File: config.mk
export PLATFORM = sky130hd
export DESIGN_NAME = condicionador_entradas
export DESIGN_NICKNAME = d
export VERILOG_FILES = /design/src/rtl/condicionador_entradas.sv
export SDC_FILE = /design/constraint.sdc
export NUM_CORES = 1
export LEC_CHECK = 0
export CORE_ASPECT_RATIO = 1.25
export CORE_MARGIN = 2
export CORE_UTILIZATION = 27
export DETAILED_ROUTE_END_ITERATION = 12
export PLACE_DENSITY = 0.5
export SLEW_MARGIN = 0
export SYNTH_ARGS = -nofsm -noshare
export SYNTH_HDL_FRONTEND = slang
export SYNTH_SLANG_ARGS = --single-unit
File: constraint.sdc
create_clock -name clk -period 2.3 [get_ports clk]
set_clock_uncertainty 0.2 [all_clocks]
set_input_delay 0.345 -clock clk [delete_from_list [all_inputs] [get_ports clk]]
set_output_delay 0.345 -clock clk [all_outputs]
set_load 0.005 [all_outputs]
File: src/rtl/condicionador_entradas.sv
// Input conditioning for the RPN calculator: synchronizes and debounces KEY/SW and
// emits typed events under a valid/accept handshake. Debounce counters exist only
// when CONDICIONADOR_DEBOUNCE_EN is defined; otherwise stable levels follow the synchronizer.
module condicionador_entradas #(
    parameter int DEBOUNCE_CICLOS = 1000000,
    parameter int CONT_W          = 20
) (
    input  logic       clk,
    input  logic       rst,
    input  logic [1:0] KEY,
    input  logic [9:0] SW,
    input  logic       aceito,
    output logic       evento_valido,
    output logic [1:0] evento_tipo,
    output logic [7:0] evento_dado,
    output logic [9:0] sw_estavel,
    output logic       evento_perdido
);

    localparam bit PARAMS_OK = (DEBOUNCE_CICLOS >= 1) &&
                               ((64'd1 << CONT_W) > 64'(DEBOUNCE_CICLOS));

    if (!PARAMS_OK) begin : g_param_error
        $error("condicionador_entradas: need DEBOUNCE_CICLOS >= 1 and 2**CONT_W > DEBOUNCE_CICLOS");
    end

    // Channel map: [1:0] = KEY, [11:2] = SW. Buttons idle high, switches idle low.
    localparam int             N_CH    = 12;
    localparam logic [N_CH-1:0] RST_VAL = {10'b0, 2'b11};

    localparam logic [1:0] TIPO_NADA     = 2'b00;
    localparam logic [1:0] TIPO_NUMERO   = 2'b01;
    localparam logic [1:0] TIPO_OPERACAO = 2'b10;
    localparam logic [1:0] TIPO_EXECUTA  = 2'b11;

    typedef enum logic {
        OCIOSO = 1'b0,
        VALIDO = 1'b1
    } estado_t;

    logic [N_CH-1:0] raw;
    logic [N_CH-1:0] sync1_q;
    logic [N_CH-1:0] sync2_q;
    logic [N_CH-1:0] stable_q;
    logic [N_CH-1:0] stable_d;

    assign raw = {SW, KEY};

    always_ff @(posedge clk or negedge rst) begin
        if (!rst) begin
            sync1_q <= RST_VAL;
            sync2_q <= RST_VAL;
        end else begin
            sync1_q <= raw;
            sync2_q <= sync1_q;
        end
    end

`ifdef CONDICIONADOR_DEBOUNCE_EN
    // The counter reaching DEBOUNCE_CICLOS is detected one step early so the
    // level update lands on the same edge as the final increment.
    localparam logic [CONT_W-1:0] CNT_MAX = CONT_W'(DEBOUNCE_CICLOS - 1);
`endif

    genvar gi;
    generate
        for (gi = 0; gi < N_CH; gi++) begin : g_canal
            logic stb_q;
            logic stb_d;
`ifdef CONDICIONADOR_DEBOUNCE_EN
            logic [CONT_W-1:0] cnt_q;
            logic [CONT_W-1:0] cnt_d;

            always_comb begin
                cnt_d = '0;
                stb_d = stb_q;
                if (sync2_q[gi] != stb_q) begin
                    if (cnt_q == CNT_MAX) begin
                        stb_d = sync2_q[gi];
                    end else begin
                        cnt_d = cnt_q + 1'b1;
                    end
                end
            end

            always_ff @(posedge clk or negedge rst) begin
                if (!rst) begin
                    cnt_q <= '0;
                    stb_q <= RST_VAL[gi];
                end else begin
                    cnt_q <= cnt_d;
                    stb_q <= stb_d;
                end
            end
`else
            assign stb_d = sync2_q[gi];

            always_ff @(posedge clk or negedge rst) begin
                if (!rst) begin
                    stb_q <= RST_VAL[gi];
                end else begin
                    stb_q <= stb_d;
                end
            end
`endif
            assign stable_q[gi] = stb_q;
            assign stable_d[gi] = stb_d;
        end
    endgenerate

    // Edges are taken between the current and next stable level, so the event
    // is loaded on the very edge at which the stable level changes.
    logic det_num;
    logic det_op;
    logic det_exe;
    logic any_det;
    logic multi_det;
    logic [1:0] tipo_win;

    assign det_num   =  stable_q[0]  & ~stable_d[0];
    assign det_op    =  stable_q[1]  & ~stable_d[1];
    assign det_exe   = ~stable_q[11] &  stable_d[11];
    assign any_det   = det_num | det_op | det_exe;
    assign multi_det = (det_exe & det_op) | (det_exe & det_num) | (det_op & det_num);

    always_comb begin
        tipo_win = TIPO_NADA;
        if (det_exe) begin
            tipo_win = TIPO_EXECUTA;
        end else if (det_op) begin
            tipo_win = TIPO_OPERACAO;
        end else if (det_num) begin
            tipo_win = TIPO_NUMERO;
        end
    end

    estado_t    estado_q;
    logic [1:0] tipo_q;
    logic [7:0] dado_q;
    logic       perdido_q;

    always_ff @(posedge clk or negedge rst) begin
        if (!rst) begin
            estado_q  <= OCIOSO;
            tipo_q    <= TIPO_NADA;
            dado_q    <= 8'h00;
            perdido_q <= 1'b0;
        end else begin
            case (estado_q)
                OCIOSO: begin
                    if (any_det) begin
                        tipo_q   <= tipo_win;
                        dado_q   <= stable_d[9:2];
                        estado_q <= VALIDO;
                        if (multi_det) begin
                            perdido_q <= 1'b1;
                        end
                    end
                end
                VALIDO: begin
                    if (!aceito) begin
                        if (any_det) begin
                            perdido_q <= 1'b1;
                        end
                    end else if (any_det) begin
                        tipo_q <= tipo_win;
                        dado_q <= stable_d[9:2];
                        if (multi_det) begin
                            perdido_q <= 1'b1;
                        end
                    end else begin
                        tipo_q   <= TIPO_NADA;
                        estado_q <= OCIOSO;
                    end
                end
                default: begin
                    estado_q <= OCIOSO;
                end
            endcase
        end
    end

    assign evento_valido  = (estado_q == VALIDO);
    assign evento_tipo    = tipo_q;
    assign evento_dado    = dado_q;
    assign evento_perdido = perdido_q;
    assign sw_estavel     = stable_q[11:2];

endmodule

After elaboration in Yosys (flattened, before gate mapping)
Index checks and enable logic that the tools add are counted.

Equality and inequality tests: 3. Multiplexer cells: 18. Bitwise operators: 14. Reduce and logical (&&, ||, !) cells: 1.

Operators with widths (count): $mux 8 (2); $pmux 8 s2 (1); $mux 2 (5); $mux 1 (7); $and 1x1->1 (6); $ne 2x2->1 const B (2); $not 1->1 (4); $or 1x1->1 (4); $pmux 1 s2 (2); $pmux 2 s2 (1); $ne 3x3->1 const B (1); $reduce_and 2->1 (1).

Flip-flop bits (word level): 48. Input port bits: 15. Output and inout port bits: 22.

Depth between registers and ports, before layout
Gate-level depths: netlist of run 1.

Depth after elaboration: 9. Mapped depth: 4. Gate-level depth less buffers: 4.

Worst setup path before layout of run 1
OpenSTA, ideal clock, no wires.

Kind: register to register. Start point: reg g_canal[1].stb_q. End point: reg dado_q[0] (netlist: evento_dado[0]). Library setup time: 0.125 ns. Arrival: 1.302 ns. Setup slack: 0.673 ns. Stages on the path, launching flop included: 5. Buffers on the path: 0. Clock period less this slack: 1.627 ns. Cells stage by stage: dfstp_2 > nor2b_4 > nor2_4 > a21oi_4 > mux2_2.

Longest elaborated chain between the ends: 6.

RTL lines: from (decl) (RTL line 68) `logic stb_q;`; from (signal assigned) (RTL line 100) `stb_q <= RST_VAL[gi];`; from (signal assigned) (RTL line 102) `stb_q <= stb_d;`; $and 1x1->1 * (RTL line 121) `assign det_op = stable_q[1] & ~stable_d[1];`; $or 1x1->1 * (2 in a row) (RTL line 123) `assign any_det = det_num | det_op | det_exe;`; $mux 8 *; $mux 8; $pmux 8 s2 *; to (signal assigned) (RTL line 153) `dado_q <= stable_d[9:2];`; to (signal assigned) (RTL line 167) `dado_q <= stable_d[9:2];`; to (decl) (RTL line 139) `logic [7:0] dado_q;`.

Every way passes the cells marked *; elsewhere a longest branch is shown, timed or not. The select of a mux whose other input is x is not followed. A chain may end at the register's enable or synchronous reset.

Worst setup path after layout of run 1
Start point: reg estado_q (netlist: evento_valido). End point: out evento_valido.

RTL lines: from (decl) (RTL line 137) `estado_t estado_q;`; from (signal assigned) (RTL line 144) `estado_q <= OCIOSO;`; from (signal assigned) (RTL line 154) `estado_q <= VALIDO;`; from (signal assigned) (RTL line 173) `estado_q <= OCIOSO;`; to (decl) (RTL line 13) `output logic evento_valido,`.

No word-level cell between the ends.

==> results_dict.tcl, run 1 <==
set metrics [dict create \
    die_y_um 88.03 \
    dieArea_mm2 0.006270 \
    met2_wirelength_um 1204 \
    rsz0062_at_grt "false" \
    die_x_um 71.23 \
    drt_iter0_markers 15 \
    clkLatencyLatePin_ns 0.29 \
    top_layer "met4" \
    wl_met1_um 915 \
    grt_max_degree 27 \
    status "finished, final reports clean" \
    hp-class "flip-flop to flip-flop" \
    max_cap_viol_count 0 \
    ys.warnings.count 0 \
    critPathKind "flip-flop to primary output" \
    hold_viol 0 \
    synth_commonest_cells "dfrtp_1 (42), buf_4 (10), mux2_2 (8), dfstp_2 (6), a21oi_1 (4)" \
    start_util_pct 28.02 \
    synth_cells 88 \
    vias 766 \
    synth_area_leaders "dfrtp_1 (69%), dfstp_2 (10%), mux2_2 (5.9%), buf_4 (4.9%), nor2b_4 (1.8%)" \
    slowest_delay_ns 0.52 \
    drc 0 \
    path_buf_inv 1 \
    drtAntennaViolNets 0 \
    max_freq_mhz 565.7 \
    worst_ep_required_time_ns 1.75 \
    crit_family "buffers and inverters" \
    htreeDepth 2 \
    syn_area_per_cell_um2 17.33 \
    grt_usage_pct 8.689 \
    power_density_mw_per_mm2 856.5 \
    avgViaCountPerCell 4.053 \
    start_kind "flip-flop" \
    place.gp.congestion 0.6295 \
    synth_enable_flop_cells 0 \
    portBuffers 36 \
    num-fill-cells 505 \
    final.setup.tns_ns 0 \
    cp-end-kind "primary output" \
    clock-root-buffer "clkbuf_8" \
    num_antenna_cells 0 \
    wl_um 2340 \
    syn-num-nets 103 \
    synth_seq_area_share_pct 79.25 \
    first_pass_iters 4 \
    postCtsResizedCells 0 \
    overflow 0 \
    rows 30 \
    post-route-period-util_pct 76.86 \
    slew_viol_final 0 \
    nNetsFinal 139 \
    ios 37 \
    grt_pass1_vias 842 \
    tritoncts "done" \
    postCtsSetupBuffers 0 \
    cts_inserted_buffers 5 \
    tightest_slew_ns 0.5543 \
    grt_first_pass_wirelength_um 3981 \
    crit_fanout 4 \
    dp_cells 180 \
    worstPathCellList "clkdlybuf4s50_1" \
    setup_viol 0 \
    critPathSlowestCell "clkdlybuf4s50_1" \
    drive_above_1_share_pct 24.80 \
    instances_no_fill 189 \
    synth_top_cell_by_area "dfrtp_1" \
    relSlewSlack_pct 63.05 \
    period_needed_ns 1.768 \
    ys_ff_latch 48 \
    avgRoutedWirePerCell_um 12.38 \
    ir_drop_mv 0.3101 \
    synth.most_common_cell "dfrtp_1" \
    cts_buffer_depth 2 \
    syn-cell-area_mm2 0.001525 \
    antenna_found_initial 0 \
    cts_hold_buf 1 \
    syn_to_final_growth_pct 32.57 \
    synthArstFlopShare_pct 100.0 \
    synth-main-ff-cell "dfrtp_1" \
    cp.arrival_ns 1.22 \
    netlist.area_leader.share_pct 68.91 \
    path_clk_slew_ns 0.09 \
    wl_met3_um 133 \
    dp_hpwl_um 1680 \
    cts.sinks 48 \
    coreArea_mm2 0.005443 \
    yosys.cell_types.count 17 \
    power.leakage_uw 0.0008583 \
]
==> stage by stage <==
stage                     total power [µW]  hold slack (ns)  utilization, %  area (µm²)  setup WS, ns
final                                 1732           0.1497           37.15        2022        0.5322
after global routing                  1822           0.1455           37.15        2022        0.4610
after CTS                             1763           0.1519           37.15        2022        0.5156
after detailed placement              1169           0.1347           34.92        1901        0.3031
after global placement                1161           0.1320           34.92        1901        0.3694
after floorplan                       1031          -0.1506               -        1525        0.6733
==> final timing paths <==
kind	from	cells past startpoint	to	slack [ns]
max in group asynchronous	rst	3	evento_dado[2]$_DFFE_PN0P_	0.91
worst max register to register	g_canal[1].stb_q$_DFF_PN1_	4	evento_dado[3]$_DFFE_PN0P_	0.54
min in group asynchronous	rst	2	sync1_q[5]$_DFF_PN0_	0.37
worst max-delay path	evento_valido$_DFF_PN0_	1	evento_valido	0.53
worst min register to register	sync1_q[7]$_DFF_PN0_	0	stable_d[7]$_DFF_PN0_	0.15
worst min-delay path	sync1_q[7]$_DFF_PN0_	0	stable_d[7]$_DFF_PN0_	0.15
==> routing by layer <==
layer	GRT usage, %	vias up
met5	0	-
met2	13.13	22
li1	-	345
met4	7.547	0
met1	9.749	394
met3	2.992	5
==> layout by cell type (no fill, tap or decap), drive strengths merged <==
cell type      synthesis  layout
dfrtp                 42      42
clkinv                 0       1
or2                    1       1
dfstp                  6       6
buf                   10       3
o21ai                  2       2
clkbuf                 0       5
a211o                  1       1
nor2                   2       2
nand2                  3       3
clkdlybuf4s50          0      35
and2                   1       1
a221o                  1       1
mux2                   8       8
nand2b                 1       1
a21oi                  5       5
inv                    3       3
nor2b                  2       2
clkinvlp               0       1
bufinv                 0       1
dlygate4sd3            0       1
==> state kept, by name, summed over array words and instances (netlist names) <==
signal	count
evento_tipo	2
evento_valido	1
sync1_q	12
g_canal.stb_q	12
stable_d	12
evento_dado	8
evento_perdido	1
==> logic make-up (layout without fill, tap and decap cells) <==
| kind of cell | Yosys count | in the layout | synth area share [%] |
|---|---|---|---|
| multiplexers | 8 | 8 | 5.907 |
| AND/OR/NAND/NOR | 10 | 10 | 4.923 |
| buffers and inverters | 13 | 50 | 5.660 |
| flip-flops | 48 | 48 | 79.25 |
| AO/OA/AOI/OAI | 9 | 9 | 4.266 |
==> layout make-up <==
| cell class | instances | area, µm² | area share [%] |
|---|---|---|---|
| Clock buffer | 5 | 68.82 | 3.403 |
| Clock inverter | 3 | 42.54 | 2.104 |
| Inverter | 3 | 11.26 | 0.5569 |
| Multi-Input combinational cell | 27 | 230.2 | 11.39 |
| Sequential cell | 48 | 1209 | 59.78 |
| Tap cell | 64 | 80.08 | 3.960 |
| Timing Repair Buffer | 39 | 380.4 | 18.81 |
==> power breakdown <==
group / total (µW) / internal (µW) / switching (µW)
clock network: 585 / 321 / 263
logic: 202 / 131 / 71.3
registers: 945 / 913 / 32.1
total: 1730 / 1370 / 367
(Power assumes the default switching activity.)
==> inputs of run 2 (changes only) <==
Settings changed: PLACE_DENSITY 0.5 to 0.52.
Clock period 2.3 ns to 1.45 ns, I/O delays scaled along.
==> run 2 against run 1 <==
- the run now ends with setup timing left
- via count grew 5.2%
- power up 55%
- clock power is 37% higher
- combinational power up 87%
- setup slack worse by 0.74 ns
- critical path depth increased by 4
- routed wire length is 7.1% higher
- critical path type is now flip-flop to flip-flop
- largest cell class unchanged
- highest routed layer unchanged
==> results_dict.tcl, run 2 (synthesis results as in run 1) <==
set metrics [dict create \
    status "finished, violations left" \
    failed_checks "setup timing" \
    cts.sinks 48 \
    layout.cells.most_common "dfrtp_1" \
    cts_buffer_depth 2 \
    worst_slack_ns -0.2037 \
    nNetsFinal 152 \
    power.share.combinational_pct 14.1 \
    max_cap_viol_count 0 \
    clkLatencyLatePin_ns 0.29 \
    place.gp.congestion 0.6385 \
    dieArea_mm2 0.006270 \
    avgViaCountPerCell 3.990 \
    whs_ns 0.1252 \
    first_pass_iters 4 \
    portBuffers 36 \
    num_antenna_cells 0 \
    worstPathCellList "nor2b_4 > nor2_4 > a21oi_4 > buf_12 > mux2_4" \
    register_area_mm2 0.001209 \
    cp.arrival_ns 1.63 \
    syn_to_final_growth_pct 40.85 \
    rsz0062_at_grt "true" \
    die_y_um 88.03 \
    vias 806 \
    wl_um 2505 \
    drtAntennaViolNets 0 \
    hp-class "input pin to flip-flop" \
    final_core_util_pct 39.47 \
    avgRoutedWirePerCell_um 12.40 \
    clock-root-buffer "clkbuf_8" \
    ios 37 \
    grt_max_degree 22 \
    ir_drop_mv 0.4538 \
    tightest_slew_ns 0.3393 \
    tritoncts "done" \
    coreArea_mm2 0.005443 \
    worst_ep_required_time_ns 1.43 \
    num-fill-cells 499 \
    dp_hpwl_um 1818 \
    placed_area_mm2 0.001971 \
    cell_internal_pwr_uw 2081 \
    slew_viol_final 0 \
    multi_input_area_um2 264.0 \
    antenna_found_initial 0 \
    critPathKind "flip-flop to flip-flop" \
    p_sw_uw 596.8 \
    start_util_pct 28.02 \
    power_density_mw_per_mm2 1246 \
    hold_viol 0 \
    period_needed_ns 1.654 \
    crit_family "flip-flops" \
    drc 0 \
    path_buf_inv 1 \
    cp-end-kind "flip-flop" \
    grt_first_pass_wirelength_um 4278 \
    drive_above_1_share_pct 33.33 \
    grt_usage_pct 9.239 \
    slowest_delay_ns 0.53 \
    power.leakage_uw 0.0009923 \
    path_clk_slew_ns 0.08 \
    crit_fanout 7 \
    max_freq_mhz 604.7 \
    die_x_um 71.23 \
    htreeDepth 2 \
    final_cell_mix "dfrtp_1 (42), dlygate4sd2_1 (21), clkdlybuf4s50_1 (13)" \
    sw_frac_of_total_pct 22.29 \
    start_kind "flip-flop" \
    seq_power_share_pct 55.9 \
    drt_iter0_markers 34 \
    overflow 0 \
    final_cell_area_mm2 0.002148 \
    relSlewSlack_pct 77.38 \
    cts_inserted_buffers 5 \
    grt_pass1_vias 875 \
    critPathSlowestCell "dfstp_2" \
    pwr-share-clk_pct 30.0 \
    setup_viol 11 \
    final.setup.tns_ns -1.827 \
    rows 30 \
    post-route-period-util_pct 114.0 \
]
-- run 2: through the flow --
stage               total power [µW]  setup slack (ns)  std cells
floorplan                       1636           -0.1567         88
global placement                1866           -0.3360        186
detailed placement              1878           -0.3818        186
CTS                             2727           -0.2384        202
global route                    2826           -0.2551        202
finish                          2677           -0.2037        202
-- run 2: layout make-up --
class                   count  share of cell area (%)
flip-flops and latches     48                   56.26
repair buffers             52                   22.71
multi-input cells          27                   12.29
clock buffers               6                   3.844
well taps                  64                   3.727
clock inverters             2                  0.6407
inverters                   3                  0.5242
-- run 2: worst paths after layout --
| check | start | end | slack, ns | cells after the start |
|---|---|---|---|---|
| setup / recovery | g_canal[1].stb_q$_DFF_PN1_ | evento_dado[2]$_DFFE_PN0P_ | -0.20 | 5 |
| hold / removal | KEY[0] | sync1_q[0]$_DFF_PN1_ | 0.13 | 1 |
| setup reg to reg | g_canal[1].stb_q$_DFF_PN1_ | evento_dado[2]$_DFFE_PN0P_ | -0.20 | 5 |
| hold reg to reg | stable_d[10]$_DFF_PN0_ | g_canal[10].stb_q$_DFF_PN0_ | 0.15 | 0 |
| max in group asynchronous | rst | g_canal[0].stb_q$_DFF_PN1_ | 0.38 | 3 |
| min in group asynchronous | rst | evento_dado[3]$_DFFE_PN0P_ | 0.17 | 2 |
-- run 2: timing repair --
item,in CTS,in global routing
pin swaps,2,2
endpoints found under the hold margin,42,0
endpoints found under the setup margin,34,13
resized for setup,33,1
buffers inserted,7,0
hold buffers,1,0
-- run 2: routing by layer --
layer	GRT usage [%]	vias up	routed length, µm
met1	10.31	403	959
met4	5.660	0	83
met3	3.452	7	131
met5	0	-	0
li1	-	373	-
met2	14.98	23	1330
-- run 2: power groups by stage --
stage | sequential [µW] | clock [µW] | combinational [µW]
after floorplan | 1520 | 0 | 117
after global placement | 1520 | 0 | 344
after detailed placement | 1530 | 0 | 353
after CTS | 1500 | 841 | 388
after global routing | 1510 | 905 | 409
final | 1500 | 803 | 378
==> inputs of run 3 (changes only) <==
Settings changed: GPL_TIMING_DRIVEN set to 0.
==> run 3 against run 2 <==
- the run still ends with setup timing left
- sequential power is essentially flat
- sequential share of layout area shrank 1.7 points
- cell count grew 2.5%
- largest cell class unchanged
==> results_dict.tcl, run 3 (synthesis results as in run 1) <==
set metrics [dict create \
    num_antenna_cells 0 \
    dp_hpwl_um 1687 \
    drtAntennaViolNets 0 \
    period_needed_ns 1.643 \
    final.setup.tns_ns -1.774 \
    tightest_slew_ns 0.3492 \
    grt_max_degree 35 \
    register_area_mm2 0.001209 \
    hold_end "sync1_q[1]$_DFF_PN1_" \
    ios 37 \
    drive_above_1_share_pct 35.66 \
    ir_drop_mv 0.6043 \
    drt_iter0_markers 15 \
    wl_um 2479 \
    nNetsFinal 157 \
    final_core_util_pct 40.69 \
    reg2reg_setup_slack_ns -0.19 \
    multi_input_area_um2 262.8 \
    path_clk_slew_ns 0.08 \
    power.leakage_uw 0.001015 \
    htreeDepth 2 \
    rsz0062_at_grt "true" \
    final_cell_mix "dfrtp_1 (42), buf_4 (17), clkdlybuf4s50_1 (13)" \
    r2r_cells 5 \
    worst_slack_ns -0.1933 \
    place.gp.congestion 0.6365 \
    slew_viol_final 0 \
    tritoncts "done" \
    antenna_found_initial 0 \
    status "finished, violations left" \
    grt_usage_pct 9.018 \
    portBuffers 36 \
    max_freq_mhz 608.5 \
    whs_path_depth 1 \
    hp-start "KEY[1]" \
    start_util_pct 28.02 \
    clock-root-buffer "clkbuf_8" \
    num-fill-cells 495 \
    grt_first_pass_wirelength_um 4195 \
    start_kind "flip-flop" \
    cp.arrival_ns 1.62 \
    avgRoutedWirePerCell_um 11.98 \
    hold_viol 0 \
    clkLatencyLatePin_ns 0.29 \
    timing.rr.start "g_canal[1].stb_q$_DFF_PN1_" \
    post-place-ws_ns -0.4492 \
    cts_inserted_buffers 5 \
    worst_ep_required_time_ns 1.43 \
    setup_viol 12 \
    drc 0 \
    cp-end-kind "flip-flop" \
    max_cap_viol_count 0 \
    relSlewSlack_pct 76.72 \
    syn_to_final_growth_pct 45.20 \
    vias 844 \
    rr_endpoint "evento_dado[6]$_DFFE_PN0P_" \
    crit_fanout 8 \
    failed_checks "setup timing" \
    die_x_um 71.23 \
    power_density_mw_per_mm2 1291 \
    hp-class "input pin to flip-flop" \
    cts_buffer_depth 2 \
    critPathKind "flip-flop to flip-flop" \
    whs_ns 0.1251 \
    cts.sinks 48 \
    rows 30 \
    dieArea_mm2 0.006270 \
    die_y_um 88.03 \
    avgViaCountPerCell 4.077 \
    grt_pass1_vias 888 \
    layout.cells.most_common "dfrtp_1" \
    power_uw 2860 \
    first_pass_iters 3 \
    overflow 0 \
    coreArea_mm2 0.005443 \
    post-route-period-util_pct 113.3 \
]
## run 3: cell count changes in the layout (fill, tap and decap cells not counted), sizes merged
cell / before / now
inv: 4 / 3
buf: 17 / 22
bufinv: 0 / 1
clkdlybuf4s15: 0 / 9
dlygate4sd2: 21 / 12
## run 3: final cells by class
class | instances | share of cell area, %
repair buffers | 48 | 20.90
plain buffers | 9 | 3.051
well taps | 64 | 3.616
multi-input cells | 27 | 11.86
flip-flops and latches | 48 | 54.58
clock inverters | 2 | 1.751
clock buffers | 6 | 3.729
inverters | 3 | 0.5085
## run 3: worst max path at each step
stage                          startpoint                         end  slack [ns]
3_5_place_dp                       aceito  evento_dado[6]$_DFFE_PN0P_       -0.45
5_1_grt        g_canal[1].stb_q$_DFF_PN1_  evento_dado[0]$_DFFE_PN0P_       -0.24
2_1_floorplan  g_canal[1].stb_q$_DFF_PN1_  evento_dado[0]$_DFFE_PN0P_       -0.16
6_report       g_canal[1].stb_q$_DFF_PN1_  evento_dado[6]$_DFFE_PN0P_       -0.19
3_3_place_gp                          rst  evento_tipo[1]$_DFFE_PN0P_       -1.17
4_1_cts        g_canal[1].stb_q$_DFF_PN1_  evento_dado[0]$_DFFE_PN0P_       -0.23
## run 3: power breakdown
| part | internal (µW) | switching [µW] |
|---|---|---|
| clock network | 563 | 416 |
| registers | 1450 | 45.7 |
| logic | 250 | 137 |
| total | 2260 | 599 |
## run 3: per-layer routing
layer,GRT usage [%],wire (µm),share of wire (%)
met1,9.419,916,37
met2,14.39,1331,54
met3,3.567,127,5.1
met4,7.204,104,4.2
met5,0,0,0
## run 3: what timing repair did
item / 4_1_cts / 5_1_grt
pin swaps: 2 / 3
gates cloned: 0 / 0
setup endpoints to repair: 34 / 13
hold buffers: 1 / 0
hold endpoints to repair: 42 / 0
resized for setup: 40 / 5
setup buffers: 8 / 2
## run 3: metrics by stage
stage / cell area, µm² / cells
2_1_floorplan: 1525 / 88
3_3_place_gp: 1966 / 188
3_5_place_dp: 1981 / 189
4_1_cts: 2200 / 206
5_1_grt: 2215 / 207
6_report: 2215 / 207
## run 3: critical path, cell delays in order (launching register included)
cell	delay [ns]
dfstp_2	0.52
nor2b_4	0.16
nor2_4	0.05
a21oi_4	0.14
buf_12	0.16
mux2_4	0.30
